<file path="src/rtl/sort_stream_ctrl.sv">
// Streaming sort controller: loads one packet into an external RAM, hands the
// RAM to an external sorter, then streams the sorted words back out through a
// 2-entry output buffer with valid/ready flow control.
module sort_stream_ctrl #(
   parameter int DWIDTH  = 10,
   parameter int ADDR_SZ = 10
) (
   input  logic               clk_i,
   input  logic               rst_n_i,
   input  logic [DWIDTH-1:0]  snk_data_i,
   input  logic               snk_startofpacket_i,
   input  logic               snk_endofpacket_i,
   input  logic               snk_valid_i,
   output logic               snk_ready_o,
   output logic [DWIDTH-1:0]  src_data_o,
   output logic               src_startofpacket_o,
   output logic               src_endofpacket_o,
   output logic               src_valid_o,
   input  logic               src_ready_i,
   output logic [ADDR_SZ-1:0] ram_address_o,
   output logic [DWIDTH-1:0]  ram_data_o,
   output logic               ram_wren_o,
   input  logic [DWIDTH-1:0]  ram_q_i,
   output logic               sorting_o,
   output logic [ADDR_SZ-1:0] max_counter_o,
   input  logic               done_i
);

   typedef enum logic [2:0] {
      IDLE   = 3'd0,
      LOAD   = 3'd1,
      DROP   = 3'd2,
      SORT   = 3'd3,
      UNLOAD = 3'd4
   } state_t;

   // Counts carry one extra bit so a full 2**ADDR_SZ packet does not wrap.
   localparam logic [ADDR_SZ:0] CNT_ZERO  = {(ADDR_SZ+1){1'b0}};
   localparam logic [ADDR_SZ:0] CNT_ONE   = {{ADDR_SZ{1'b0}}, 1'b1};
   localparam logic [ADDR_SZ:0] LAST_ADDR = {1'b0, {ADDR_SZ{1'b1}}};

   state_t              state_q;
   logic [ADDR_SZ:0]    count_q;
   logic [ADDR_SZ:0]    n_q;
   logic [ADDR_SZ-1:0]  max_counter_q;
   logic                sorting_q;
   logic                snk_ready_q;
   logic [ADDR_SZ:0]    rd_addr_q;
   logic                rd_pend_q;
   logic                pend_sop_q;
   logic                pend_eop_q;
   logic [1:0]          buf_cnt_q;
   logic [DWIDTH-1:0]   b0_data_q;
   logic                b0_sop_q;
   logic                b0_eop_q;
   logic [DWIDTH-1:0]   b1_data_q;
   logic                b1_sop_q;
   logic                b1_eop_q;

   logic                accept_s;
   logic                wr_en_s;
   logic [ADDR_SZ:0]    wr_addr_s;
   logic [ADDR_SZ:0]    count_d;
   logic                eol_s;
   logic                to_drop_s;
   logic [ADDR_SZ:0]    eol_count_s;
   logic                pop_s;
   logic [2:0]          occ_s;
   logic                issue_s;

   // Load-side decode: write strobe, write address, next count, end-of-load.
   always_comb begin
      accept_s    = snk_valid_i & snk_ready_q;
      wr_en_s     = 1'b0;
      wr_addr_s   = CNT_ZERO;
      count_d     = count_q;
      eol_s       = 1'b0;
      to_drop_s   = 1'b0;
      eol_count_s = count_q;
      case (state_q)
         IDLE: begin
            if (accept_s && snk_startofpacket_i) begin
               wr_en_s     = 1'b1;
               count_d     = CNT_ONE;
               eol_s       = snk_endofpacket_i;
               eol_count_s = CNT_ONE;
            end else begin
               wr_en_s = 1'b0;
            end
         end
         LOAD: begin
            if (accept_s) begin
               wr_en_s = 1'b1;
               if (snk_startofpacket_i) begin
                  wr_addr_s = CNT_ZERO;
                  count_d   = CNT_ONE;
               end else begin
                  wr_addr_s = count_q;
                  count_d   = count_q + CNT_ONE;
               end
               eol_s       = snk_endofpacket_i;
               to_drop_s   = !snk_endofpacket_i && !snk_startofpacket_i &&
                             (count_q == LAST_ADDR);
               eol_count_s = count_d;
            end else begin
               wr_en_s = 1'b0;
            end
         end
         DROP: begin
            if (accept_s) begin
               eol_s = snk_endofpacket_i;
            end else begin
               eol_s = 1'b0;
            end
         end
         default: begin
            wr_en_s = 1'b0;
         end
      endcase
   end

   // Unload-side decode: issue a read only if the buffer can absorb it.
   always_comb begin
      pop_s   = (buf_cnt_q != 2'd0) && src_ready_i;
      occ_s   = {1'b0, buf_cnt_q} + {2'b00, rd_pend_q};
      issue_s = (state_q == UNLOAD) && (rd_addr_q < n_q) &&
                ((occ_s - {2'b00, pop_s}) < 3'd2);
   end

   // Controller state, counters, read pipeline and output buffer.
   always_ff @(posedge clk_i or negedge rst_n_i) begin
      if (!rst_n_i) begin
         state_q       <= IDLE;
         count_q       <= CNT_ZERO;
         n_q           <= CNT_ZERO;
         max_counter_q <= {ADDR_SZ{1'b0}};
         sorting_q     <= 1'b0;
         snk_ready_q   <= 1'b0;
         rd_addr_q     <= CNT_ZERO;
         rd_pend_q     <= 1'b0;
         pend_sop_q    <= 1'b0;
         pend_eop_q    <= 1'b0;
         buf_cnt_q     <= 2'd0;
         b0_data_q     <= {DWIDTH{1'b0}};
         b0_sop_q      <= 1'b0;
         b0_eop_q      <= 1'b0;
         b1_data_q     <= {DWIDTH{1'b0}};
         b1_sop_q      <= 1'b0;
         b1_eop_q      <= 1'b0;
      end else begin
         // read pipeline: data returns one cycle after the address
         rd_pend_q <= issue_s;
         if (issue_s) begin
            pend_sop_q <= (rd_addr_q == CNT_ZERO);
            pend_eop_q <= (rd_addr_q == (n_q - CNT_ONE));
            rd_addr_q  <= rd_addr_q + CNT_ONE;
         end

         // two-entry buffer, entry 0 is the head presented on src_*
         case ({rd_pend_q, pop_s})
            2'b10: begin
               if (buf_cnt_q == 2'd0) begin
                  b0_data_q <= ram_q_i;
                  b0_sop_q  <= pend_sop_q;
                  b0_eop_q  <= pend_eop_q;
               end else begin
                  b1_data_q <= ram_q_i;
                  b1_sop_q  <= pend_sop_q;
                  b1_eop_q  <= pend_eop_q;
               end
               buf_cnt_q <= buf_cnt_q + 2'd1;
            end
            2'b01: begin
               b0_data_q <= b1_data_q;
               b0_sop_q  <= b1_sop_q;
               b0_eop_q  <= b1_eop_q;
               buf_cnt_q <= buf_cnt_q - 2'd1;
            end
            2'b11: begin
               if (buf_cnt_q == 2'd1) begin
                  b0_data_q <= ram_q_i;
                  b0_sop_q  <= pend_sop_q;
                  b0_eop_q  <= pend_eop_q;
               end else begin
                  b0_data_q <= b1_data_q;
                  b0_sop_q  <= b1_sop_q;
                  b0_eop_q  <= b1_eop_q;
                  b1_data_q <= ram_q_i;
                  b1_sop_q  <= pend_sop_q;
                  b1_eop_q  <= pend_eop_q;
               end
            end
            default: begin
               buf_cnt_q <= buf_cnt_q;
            end
         endcase

         case (state_q)
            IDLE, LOAD: begin
               snk_ready_q <= 1'b1;
               if (wr_en_s) begin
                  count_q <= count_d;
                  if (to_drop_s) begin
                     state_q <= DROP;
                  end else begin
                     state_q <= LOAD;
                  end
               end else begin
                  state_q <= state_q;
               end
            end
            DROP: begin
               snk_ready_q <= 1'b1;
            end
            SORT: begin
               snk_ready_q <= 1'b0;
               if (done_i) begin
                  sorting_q <= 1'b0;
                  state_q   <= UNLOAD;
               end else begin
                  sorting_q <= 1'b1;
               end
            end
            UNLOAD: begin
               if (pop_s && b0_eop_q) begin
                  state_q     <= IDLE;
                  snk_ready_q <= 1'b1;
               end else begin
                  snk_ready_q <= 1'b0;
               end
            end
            default: begin
               state_q     <= IDLE;
               sorting_q   <= 1'b0;
               snk_ready_q <= 1'b1;
            end
         endcase

         // end of load overrides the per-state updates above
         if (eol_s) begin
            max_counter_q <= eol_count_s[ADDR_SZ-1:0];
            n_q           <= eol_count_s;
            rd_addr_q     <= CNT_ZERO;
            snk_ready_q   <= 1'b0;
            if (eol_count_s == CNT_ONE) begin
               state_q   <= UNLOAD;
               sorting_q <= 1'b0;
            end else begin
               state_q   <= SORT;
               sorting_q <= 1'b1;
            end
         end
      end
   end

   assign snk_ready_o         = snk_ready_q;
   assign sorting_o           = sorting_q;
   assign max_counter_o       = max_counter_q;
   assign ram_wren_o          = wr_en_s;
   assign ram_data_o          = wr_en_s ? snk_data_i : {DWIDTH{1'b0}};
   assign ram_address_o       = (state_q == UNLOAD) ? rd_addr_q[ADDR_SZ-1:0]
                                                    : wr_addr_s[ADDR_SZ-1:0];
   assign src_valid_o         = (buf_cnt_q != 2'd0);
   assign src_data_o          = b0_data_q;
   assign src_startofpacket_o = (buf_cnt_q != 2'd0) && b0_sop_q;
   assign src_endofpacket_o   = (buf_cnt_q != 2'd0) && b0_eop_q;

endmodule
</file>
<file path="config.mk">
export PLATFORM = sky130hd
export DESIGN_NAME = sort_stream_ctrl
export DESIGN_NICKNAME = d
export VERILOG_FILES = /design/src/rtl/sort_stream_ctrl.sv
export SDC_FILE = /design/constraint.sdc
export NUM_CORES = 1
export LEC_CHECK = 0
export ABC_CLOCK_PERIOD_IN_PS = 6700
export CAP_MARGIN = 20
export CORE_MARGIN = 1
export CORE_UTILIZATION = 58
export DETAILED_ROUTE_END_ITERATION = 12
export PLACE_DENSITY = 0.95
export RECOVER_POWER = 50
export SYNTH_ARGS = -nofsm -noshare
export SYNTH_HDL_FRONTEND = slang
export SYNTH_SLANG_ARGS = --single-unit
</file>
<file path="constraint.sdc">
create_clock -name clk_i -period 6.7 [get_ports clk_i]
set_input_delay 0.67 -clock clk_i [delete_from_list [all_inputs] [get_ports clk_i]]
set_output_delay 0.67 -clock clk_i [all_outputs]
set_load 0.05 [all_outputs]
</file>
# Word-level counts from Yosys, hierarchy flattened
# Index checks and enable logic that the tools add are counted.
word_totals:
  output_inout_bits: 46
  wordCells: 124
  regBits: 77
op_classes:
  bitwise: 1
  n_eq_ne: 19
  n_reduce_logical: 26
  order_cmp: 2
  addsub: 7
  mux: 52
op_table:
  columns: ["cell", "n"]
  rows:
  - ["$mux 10", 9]
  - ["$mux 11", 5]
  - ["$pmux 10 s3", 1]
  - ["$add 11x1->11 const B", 2]
  - ["$pmux 11 s2", 1]
  - ["$pmux 10 s2", 1]
  - ["$mux 1", 19]
  - ["$mux 3", 5]
  - ["$pmux 1 s2", 6]
  - ["$pmux 3 s4", 1]
  - ["$eq 11x1->1 const B", 1]
  - ["$eq 11x10->1 const B", 1]
  - ["$eq 11x11->1", 1]
  - ["$logic_not 11->1", 1]
  - ["$lt 11x11->1", 1]
  - ["$sub 11x1->11 const B", 1]
  - ["$logic_and 1x1->1", 9]
  - ["$ne 2x2->1 const B", 4]
  - ["$reduce_bool 2->1", 4]
  - ["$eq 3x2->1 const B", 2]
  - ["$ne 3x3->1 const B", 2]
  - ["$pmux 1 s3", 2]
  - ["$eq 2x1->1 const B", 2]
  - ["$eq 2x2->1 const B", 2]
  - ["21 further kinds", 24]

# Logic depth before layout (Yosys ltp)
# Gate-level depths: netlist of run 1.
logic_depth:
  ltp_word: 9
  mapped_depth: 12
  mapped_depth_nobuf: 12

# Worst setup path after synthesis of run 1
# No wires, ideal clock.
synth_timing:
  kind: "register to register"
  from: "register buf_cnt_q[1]"
  to: "register rd_addr_q[4]"
  required_ns: 6.622
  setup_ns: 0.078
  setup_slack_ns: 3.501
  path_stages_with_launch: 13
  t_arrival_ns: 3.122
  path_cell_list: "dfrtp_1 > inv_1 > ha_1 > nor2b_1 > ha_1 > nor2_1 > fa_1 > nor2_1 > o211ai_1 > or3_1 > clkbuf_1 > or4_1 > a21oi_1"
synth_between:
  elab_chain_cells: 6
  elab_cells_between_ends: 7
synth_rtl:
  columns: ["element", "line", "rtl"]
  rows:
  - ["start: declaration", "52", "logic [1:0] buf_cnt_q;"]
  - ["start signal: assignment", "171", "buf_cnt_q <= buf_cnt_q + 2'd1;"]
  - ["start signal: assignment", "177", "buf_cnt_q <= buf_cnt_q - 2'd1;"]
  - ["start signal: assignment", "194", "buf_cnt_q <= buf_cnt_q;"]
  - ["branches (longest 2 deep; another with $add 2x1->3)", null, null]
  - ["$sub 3x1->3 *", "127", "((occ_s - {2'b00, pop_s}) < 3'd2);"]
  - ["$lt 3x2->1 *", "127", null]
  - ["$logic_and 1x1->1 *", "126", "issue_s = (state_q == UNLOAD) && (rd_addr_q < n_q) &&"]
  - ["$reduce_bool 2->1 (no source line) *", null, null]
  - ["end signal: assignment", "156", "rd_addr_q <= rd_addr_q + CNT_ONE;"]
  - ["end: declaration", "48", "logic [ADDR_SZ:0] rd_addr_q;"]
# Mark *: on every way between the ends.
# A chain may end at the register's enable or synchronous reset.

# Worst setup path in the final report of run 1
layout_timing:
  from: "input port snk_valid_i"
  to: "output port ram_address_o[1]"
layout_between:
  elab_chain_cells: 4
layout_rtl:
  columns: ["element", "line", "rtl"]
  rows:
  - ["start: declaration", "13", "input logic snk_valid_i,"]
  - ["$and 1x1->1", "73", "accept_s = snk_valid_i & snk_ready_q;"]
  - ["$mux 10", "92", "if (accept_s) begin"]
  - ["$mux 10", "80", "case (state_q)"]
  - ["$mux 10", "261", "assign ram_address_o = (state_q == UNLOAD) ? rd_addr_q[ADDR_SZ-1:0]"]
  - ["end: declaration", "20", "output logic [ADDR_SZ-1:0] ram_address_o,"]
# No other way between the ends.

==> results.toml, run 1 <==
[setup_path]
critical_path_class = "in -> out"
r2r-start = "buf_cnt_q[1]"
regToRegSetupSlack_ns = 2.98
path_cells = "dlygate4sd3_1 > nand3_1 > nor3_1 > buf_4 > nand2_1 > o21ai_0 > clkdlybuf4s50_1"
critPathMaxFanout = 12
rr_endpoint = "rd_addr_q[10]"
cp-startpoint = "snk_valid_i"
crit_slowest_cell = "clkdlybuf4s50_1"
cp.required_ns = 6.03
cp.arrival_ns = 3.22
cp_slowest_stage_delay_ns = 0.87
cp_num_buf_inv = 3
critPathLaunchType = "input pin"
setup.worst_path.end_class = "output pin"
critPathTopFamily = "buffers and inverters"
reg2reg_depth = 11

[cts]
clk_latency_ns = 0.36
root_buffer = "clkbuf_8"
cts_num_sinks = 67
ctsResizeCount = 0
postCtsSetupRepairBufs = 0
cts_buffers = 9
htree_levels = 3
cts_buffer_depth = 2
tritoncts = "done"
path_clk_slew_ns = 0.07
hold_buffers = 0

[finish]
drive_gt1_frac = 0.0833
final_cell_mix = "dfrtp_1 (67), clkdlybuf4s50_1 (57), nand2_1 (49)"
fin_cells = 639
area_growth_pct = 19.8
fillers = 548
utilization = 0.724
layout.nets = 584
layout_commonest_cell = "dfrtp_1"
num_antenna_cells = 0

[min_path]
holdPathStages = 2
holdPathEnd = "src_data_o[0]"
hold_class = "reg -> reg"
worstHoldStart = "src_data_o[0]"

[run]
drv_cap = 1

[route]
ant_nets = 0
wl_per_cell_um = 18.6
vias_per_cell = 6.46
routed_wl_mm = 11.9
drt-pass1-iter-count = 5
vias = 4131
drt_first_iter_violations = 374
drc_errors = 0

[die]
fp.dieW_um = 89.2
die_h_um = 89.2
rows = 31
ioPinCount = 73
initial_core_util = 0.604
coreArea_mm2 = 0.00729
die_area_mm2 = 0.00795

[synthesis]
yosysWarnings = 0
synthArstFlopShare = 1.00
synth_enable_flop_cells = 0
syn_area_per_cell_um2 = 9.05
synth_cell_types = 66
synth_seq_cells = 67
synthCells = 487
synth_nets = 536
synthesis.area_mm2 = 0.00441
synth-main-ff-cell = "dfrtp_1"
ys_seq_area_frac = 0.380

[timing]
fin_ws_ns = 2.81
finalCriticalPeriod_ns = 3.89
rsz0062_at_grt = "no"
setup_viol_count_final = 0
worst_hold_slack_ns = 0.477
slew_viol_final = 68
max_slew_margin = -1.36
worstMarginPinSlew_ns = 3.54
final_min_period_over_clock_period = 0.580
timing.fmax_mhz = 257
fin_tns_setup_ns = 0
finClkSkew_ns = 0.00996
hold_viol_final = 0

[place]
place_ws_ns = 2.78
dpl.cell_count = 621
hpwl_mm = 8.08
port_buffers = 72
gp_congestion = 0.911

[global_routing]
grt_busiest_layer = "met2"
grt_overflow_total = 0
use_met3 = 0.0388
grt_pass1_wl_mm = 18.3
antenna_found_initial = 0
grt_max_degree = 68
grt_usage = 0.305
use_met1 = 0.401
grt_pass1_vias = 3766
use_met2 = 0.502

[pwr]
ir_drop_mv = 0.244
p_leak_uw = 0.00230
power_density_mw_per_mm2 = 411

[status]
violations = "max-capacitance violations, max-slew violations"
status = "finished with violations"
==> cell families after synthesis <==
| group | after synthesis | share of synthesized area |
|---|---|---|
| buffers and inverters | 68 | 0.0769 |
| multiplexers | 18 | 0.0443 |
| AND/OR/NAND/NOR | 171 | 0.213 |
| flip-flops | 67 | 0.380 |
| AO/OA/AOI/OAI | 125 | 0.189 |
| XOR/XNOR | 16 | 0.0318 |
| adder cells (fa/ha/maj) | 22 | 0.0641 |
==> through the flow <==
stage,area [um2],total power [uW]
CTS,5280,2170
finish,5280,2170
global route,5280,2290
detailed placement,5040,1730
global placement,5040,1680
floorplan,4410,1470
==> report_power, final <==
| group | total [uW] | internal, uW | switching, uW | leakage (uW) |
|---|---|---|---|---|
| registers | 683 | 524 | 159 | 0.000879 |
| logic | 1070 | 390 | 677 | 0.00130 |
| clock network | 422 | 250 | 172 | 0.000120 |
==> worst reg2reg max path, stage by stage, from the launching register on <==
cell and delay (ns):
dfrtp_1 0.43, inv_1 0.13, ha_1 0.27, nor2b_1 0.50, ha_1 0.35, nor2_1 0.11, fa_1 0.43, nor2_1 0.10
o211ai_1 0.13, or3_1 0.47, or4_1 0.55, a21oi_1 0.16
==> registers in the layout (all words and copies together), names as in the netlist <==
register,cells
count_q,11
n_q,11
rd_addr_q,11
b1_data_q,10
src_data_o,10
state_q,3
buf_cnt_q,2
b0_eop_q,1
b0_sop_q,1
b1_eop_q,1
b1_sop_q,1
pend_eop_q,1
pend_sop_q,1
rd_pend_q,1
snk_ready_o,1
sorting_o,1
==> worst max-delay path by stage <==
stage | slack, ns | end | cells after the start
global placement | 2.93 | rd_addr_q[4] | 10
CTS | 2.91 | ram_data_o[2] | 6
detailed placement | 2.78 | rd_addr_q[6] | 10
finish | 2.81 | ram_address_o[1] | 7
floorplan | 3.50 | rd_addr_q[4] | 12
global route | 2.36 | src_data_o[5] | 2
==> synthesized netlist by cell type (3+ instances only) <==
master     n  area (um2)
buf_4     12        90.1
a22oi_1   13        97.6
and3_1     8        50.1
mux2i_1    6        60.1
nor2b_1    4        25.0
xnor2_1   11        96.3
xor2_1     5        43.8
o211ai_1   4        30.0
and2_1    11        68.8
a21oi_1   21         105
or3_1      3        18.8
and4_1     3        26.3
buf_2      3        15.0
a21o_1     4        30.0
dfrtp_1   67        1680
ha_1      21         263
o21ai_0   41         205
nor3_1    11        55.1
clkbuf_1  20        75.1
nor2_1    17        63.8
nand2b_1   7        43.8
nor4_1     7        43.8
a22o_1    10        87.6
o31ai_1    7        52.6
nand4_1    6        37.5
nand3_1   21         105
mux2_2    12         135
or4_1     10        75.1
nand2_1   49         184
inv_1     28         105
==> final cells by class <==
type                            instances  area, um2  share of cell area
Clock buffer                            9        124              0.0235
Clock inverter                          7        124              0.0235
Tap cell                               99        124              0.0235
Timing Repair Buffer                   77        747               0.141
Multi-Input combinational cell        352       2380               0.451
Sequential cell                        67       1680               0.318
Inverter                               28        105              0.0199
==> routing by layer <==
| layer | routed length, um | share of wire |
|---|---|---|
| met4 | 396 | 0.033 |
| met3 | 989 | 0.083 |
| met2 | 5800 | 0.49 |
| met1 | 4670 | 0.39 |
| met5 | 0 | 0 |
Power figures use the tool's default switching activity.
==> inputs of run 2 (changes only) <==
--- a/config.mk
+++ b/config.mk
@@ -5,12 +5,12 @@
 export SDC_FILE = /design/constraint.sdc
 export NUM_CORES = 1
 export LEC_CHECK = 0
-export ABC_CLOCK_PERIOD_IN_PS = 6700
+export ABC_CLOCK_PERIOD_IN_PS = 4000
 export CAP_MARGIN = 20
 export CORE_MARGIN = 1
-export CORE_UTILIZATION = 58
+export CORE_UTILIZATION = 54
 export DETAILED_ROUTE_END_ITERATION = 12
-export PLACE_DENSITY = 0.95
+export PLACE_DENSITY = 0.91
 export RECOVER_POWER = 50
 export SYNTH_ARGS = -nofsm -noshare
 export SYNTH_HDL_FRONTEND = slang
==> constraint.sdc (replaced) <==
create_clock -name clk_i -period 4 [get_ports clk_i]
set_input_delay 0.4 -clock clk_i [delete_from_list [all_inputs] [get_ports clk_i]]
set_output_delay 0.4 -clock clk_i [all_outputs]
set_load 0.05 [all_outputs]
==> results.toml, run 2 (synthesized netlist as in run 1, its figures left out) <==
[status]
status = "finished with violations"
violations = "max-capacitance violations, max-slew violations"

[min_path]
worstHoldStart = "src_data_o[6]"
hold_class = "reg -> reg"
holdPathStages = 2
holdPathEnd = "src_data_o[6]"

[cts]
path_clk_slew_ns = 0.08
ctsResizeCount = 0
root_buffer = "clkbuf_8"
cts_num_sinks = 67
cts_buffers = 9
postCtsSetupRepairBufs = 0
cts_buffer_depth = 2
tritoncts = "done"
hold_buffers = 0
clk_latency_ns = 0.35
htree_levels = 3

[route]
drt_first_iter_violations = 316
routed_wl_mm = 11.7
ant_nets = 0
vias_per_cell = 6.44
drt-pass1-iter-count = 6
drc_errors = 0
wl_per_cell_um = 18.2
vias = 4133

[die]
initial_core_util = 0.565
rows = 32
coreArea_mm2 = 0.00781
die_h_um = 92.4
fp.dieW_um = 92.4
die_area_mm2 = 0.00853
ioPinCount = 73

[global_routing]
grt_usage = 0.281
grt_overflow_total = 0
grt_max_degree = 42
antenna_found_initial = 0
grt_pass1_vias = 3855
grt_pass1_wl_mm = 18.8

[setup_path]
critPathTopFamily = "simple AND/OR/NAND/NOR gates"
cp_slowest_stage_delay_ns = 0.62
r2r-start = "buf_cnt_q[1]"
setup.worst_path.end_class = "register"
crit_cells = 12
critPathLaunchType = "register"
critical_path_class = "reg -> reg"
critPathMaxFanout = 6
rr_endpoint = "rd_addr_q[9]"
regToRegSetupSlack_ns = 0.62
path_cells = "inv_1 > ha_1 > nor2b_1 > ha_1 > nor2_1 > fa_1 > nor2_1 > o211ai_1 > nor3_1 > nand3_1 > nor3_1 > mux2i_1"
cp_num_buf_inv = 1
reg2reg_depth = 12
crit_slowest_cell = "nor3_1"
cp.arrival_ns = 3.65
cp.required_ns = 4.27

[pwr]
ir_drop_mv = 0.302
power_uw = 3550
power_density_mw_per_mm2 = 676
p_leak_uw = 0.00228

[finish]
utilization = 0.673
final_cell_mix = "dfrtp_1 (67), clkdlybuf4s50_1 (58), nand2_1 (49)"
layout.nets = 584
layout_commonest_cell = "dfrtp_1"
fillers = 566
top_regs = "count_q: 11 flops, n_q: 11 flops, rd_addr_q: 11 flops"
num_antenna_cells = 0
drive_gt1_frac = 0.0796
area_growth_pct = 19.3

[place]
port_buffers = 72
hpwl_mm = 8.32
gp_congestion = 1.01

[timing]
final_min_period_over_clock_period = 0.846
timing.fmax_mhz = 296
slew_viol_final = 42
worst_hold_slack_ns = 0.497
finalCriticalPeriod_ns = 3.38
max_slew_margin = -0.568
rsz0062_at_grt = "no"
fin_tns_setup_ns = 0
worstMarginPinSlew_ns = 2.35
setup_viol_count_final = 0
hold_viol_final = 0
finClkSkew_ns = 0.00674

[run]
drv_cap = 1
-- run 2: power breakdown --
group          switching (uW)  internal, uW
Combinational            1130           649
Sequential                257           877
Clock                     287           355
-- run 2: final cells by class --
| cell class | count | area, um2 | area share |
|---|---|---|---|
| clock buffers | 9 | 124 | 0.0236 |
| repair buffers | 77 | 744 | 0.142 |
| clock inverters | 7 | 100 | 0.0190 |
| flip-flops and latches | 67 | 1680 | 0.319 |
| well taps | 102 | 128 | 0.0243 |
| inverters | 28 | 105 | 0.0200 |
| multi-input cells | 352 | 2380 | 0.453 |
-- run 2: worst max-delay path by stage --
stage               slack (ns)    startpoint            end
floorplan                 0.80  buf_cnt_q[1]   rd_addr_q[4]
global placement          0.78   src_ready_i  rd_addr_q[10]
detailed placement        0.67   src_ready_i   rd_addr_q[9]
CTS                       0.67  buf_cnt_q[1]   rd_addr_q[9]
global route              0.36  buf_cnt_q[1]   rd_addr_q[9]
finish                    0.62  buf_cnt_q[1]   rd_addr_q[9]
-- run 2: per-layer routing --
metal / vias up / global-route usage / wire (um)
met5: - / 0 / 0
li1: 1852 / - / -
met3: 42 / 0.0419 / 929
met1: 1991 / 0.351 / 4480
met4: 0 / 0.154 / 418
met2: 248 / 0.467 / 5870
-- run 2: worst reg2reg max path: stages, from the launching register on --
cell and delay (ns):
dfrtp_1 0.43, inv_1 0.15, ha_1 0.30, nor2b_1 0.10
ha_1 0.29, nor2_1 0.13, fa_1 0.43, nor2_1 0.10
o211ai_1 0.12, nor3_1 0.62, nand3_1 0.16, nor3_1 0.24
mux2i_1 0.24
-- run 2: metrics by stage --
stage / std cells / setup slack [ns] / instance area, um2
5_1_grt: 642 / 0.358 / 5260
2_1_floorplan: 487 / 0.801 / 4410
4_1_cts: 642 / 0.666 / 5280
3_5_place_dp: 626 / 0.669 / 5050
6_report: 642 / 0.616 / 5260
3_3_place_gp: 626 / 0.775 / 5050
==> inputs of run 3 (changes only) <==
--- a/config.mk
+++ b/config.mk
@@ -5,12 +5,12 @@
 export SDC_FILE = /design/constraint.sdc
 export NUM_CORES = 1
 export LEC_CHECK = 0
-export ABC_CLOCK_PERIOD_IN_PS = 4000
+export ABC_CLOCK_PERIOD_IN_PS = 2900
 export CAP_MARGIN = 20
 export CORE_MARGIN = 1
-export CORE_UTILIZATION = 54
+export CORE_UTILIZATION = 49
 export DETAILED_ROUTE_END_ITERATION = 12
-export PLACE_DENSITY = 0.91
+export PLACE_DENSITY = 0.87
 export RECOVER_POWER = 50
 export SYNTH_ARGS = -nofsm -noshare
 export SYNTH_HDL_FRONTEND = slang
==> constraint.sdc (replaced) <==
create_clock -name clk_i -period 2.9 [get_ports clk_i]
set_input_delay 0.29 -clock clk_i [delete_from_list [all_inputs] [get_ports clk_i]]
set_output_delay 0.29 -clock clk_i [all_outputs]
set_load 0.05 [all_outputs]
==> results.toml, run 3 (synthesized netlist as in run 1, its figures left out) <==
[setup_path]
critical_path_class = "reg -> reg"
cp_slowest_stage_delay_ns = 0.53
critPathLaunchType = "register"
crit_slowest_cell = "or4_4"
r2r-start = "buf_cnt_q[0]"
cp.arrival_ns = 3.27
cp_common_cell = "ha_4"
setup.worst_path.end_class = "register"
critPathMaxFanout = 6
cp.required_ns = 3.18
path_cells = "inv_2 > ha_4 > nor2b_4 > ha_4 > nor2_4 > fa_1 > a22oi_1 > o211ai_1 > or3_4 > or4_4 > a21oi_2"
cp-startpoint = "buf_cnt_q[0]"

[cts]
cts_buffer_depth = 2
clk_latency_ns = 0.36
path_clk_slew_ns = 0.08
htree_levels = 3
tritoncts = "done"
root_buffer = "clkbuf_8"
cts_buffers = 9
cts_num_sinks = 67

[min_path]
hold_class = "in -> async"

[global_routing]
antenna_found_initial = 0
grt_busiest_layer = "met2"
grt_usage = 0.262
use_met3 = 0.0556
grt_pass1_vias = 4071
grt_pass1_wl_mm = 19.6
grt_overflow_total = 0
grt_max_degree = 31
use_met1 = 0.325
use_met2 = 0.434

[timing]
fin_tns_setup_ns = -0.171
timing.fmax_mhz = 334
worstMarginPinSlew_ns = 1.57
finalCriticalPeriod_ns = 2.99
fin_ws_ns = -0.0918
rsz0062_at_grt = "yes"
hold_viol_final = 0
finClkSkew_ns = 0.0115
max_slew_margin = -0.0442
setup_viol_count_final = 2
final_min_period_over_clock_period = 1.03
slew_viol_final = 28
worst_hold_slack_ns = 0.441

[route]
ant_nets = 0
vias = 4151
drt-pass1-iter-count = 5
drt_first_iter_violations = 260
vias_per_cell = 6.20
wl_per_cell_um = 18.2
routed_wl_mm = 12.2
drc_errors = 0

[die]
coreArea_mm2 = 0.00872
initial_core_util = 0.505
die_area_mm2 = 0.00938
fp.dieW_um = 96.8
ioPinCount = 73
rows = 34
die_h_um = 96.8

[place]
hpwl_mm = 8.86
dpl.cell_count = 649
gp_congestion = 0.926
port_buffers = 72

[finish]
fillers = 640
final_cell_mix = "dfrtp_1 (67), clkdlybuf4s50_1 (50), nand2_1 (49)"
top_regs = "count_q: 11 flops, n_q: 11 flops, rd_addr_q: 11 flops"
fin_cells = 669
layout_commonest_cell = "dfrtp_1"
drive_gt1_frac = 0.182
layout.nets = 605
num_antenna_cells = 0
multiInputGateArea_mm2 = 0.00247
seq_area_mm2 = 0.00168
area_growth_pct = 29.7

[pwr]
p_leak_uw = 0.00248
ir_drop_mv = 0.484
power_density_mw_per_mm2 = 912

[status]
status = "finished with violations"
violations = "max-capacitance violations, max-slew violations, negative setup slack"

[run]
drv_cap = 1
-- run 3: path summary, 6_finish.rpt --
path                                 endpoint  depth (start not counted)  slack [ns]
min in group clk_i              src_data_o[6]                          2        0.48
max in group asynchronous              n_q[7]                          3        0.60
worst min register to register  src_data_o[6]                          2        0.48
worst min-delay path             b1_data_q[5]                          2        0.44
worst max-delay path             rd_addr_q[4]                         11       -0.09
worst max register to register   rd_addr_q[4]                         11       -0.09
-- run 3: layout make-up --
| type | count | share of cell area |
|---|---|---|
| multi-input combinational | 352 | 0.433 |
| sequential | 67 | 0.293 |
| timing repair buffer | 98 | 0.195 |
| tap | 108 | 0.0236 |
| clock buffer | 9 | 0.0217 |
| inverter | 28 | 0.0184 |
| clock inverter | 7 | 0.0147 |
-- run 3: layer usage --
layer | part of all wire | up-vias
li1 | - | 1897
met4 | 0.033 | 0
met3 | 0.072 | 45
met2 | 0.49 | 225
met5 | 0 | -
met1 | 0.40 | 1984
-- run 3: worst max-delay path: cells and delay by family (launching register included) --
family / cells / cell delay [ns]
and+or+nand+nor: 4 / 1.08
buffers and inverters: 1 / 0.10
AOI/OAI and AO/OA: 3 / 0.52
adders and majority gates: 3 / 0.83
DFF: 1 / 0.40
-- run 3: through the flow --
stage | worst slack, ns | utilization | total power [uW] | area (um2)
global placement | -0.110 | 0.624 | 4150 | 5440
detailed placement | -0.206 | 0.624 | 4290 | 5440
global route | -0.210 | 0.655 | 5510 | 5720
floorplan | 0.00873 | - | 3460 | 4450
CTS | 0.0213 | 0.651 | 5160 | 5680
finish | -0.0918 | 0.655 | 5210 | 5720
-- run 3: report_power, final --
| part | internal (uW) | switching [uW] |
|---|---|---|
| logic | 1160 | 1670 |
| registers | 1210 | 335 |
| clock network | 413 | 418 |
-- run 3: repair_timing --
action,in CTS,in global routing
resized for setup,1,9
hold endpoints to repair,10,0
setup endpoints to repair,3,10
pin swaps,1,9
hold buffers,1,0
buffers inserted,2,1
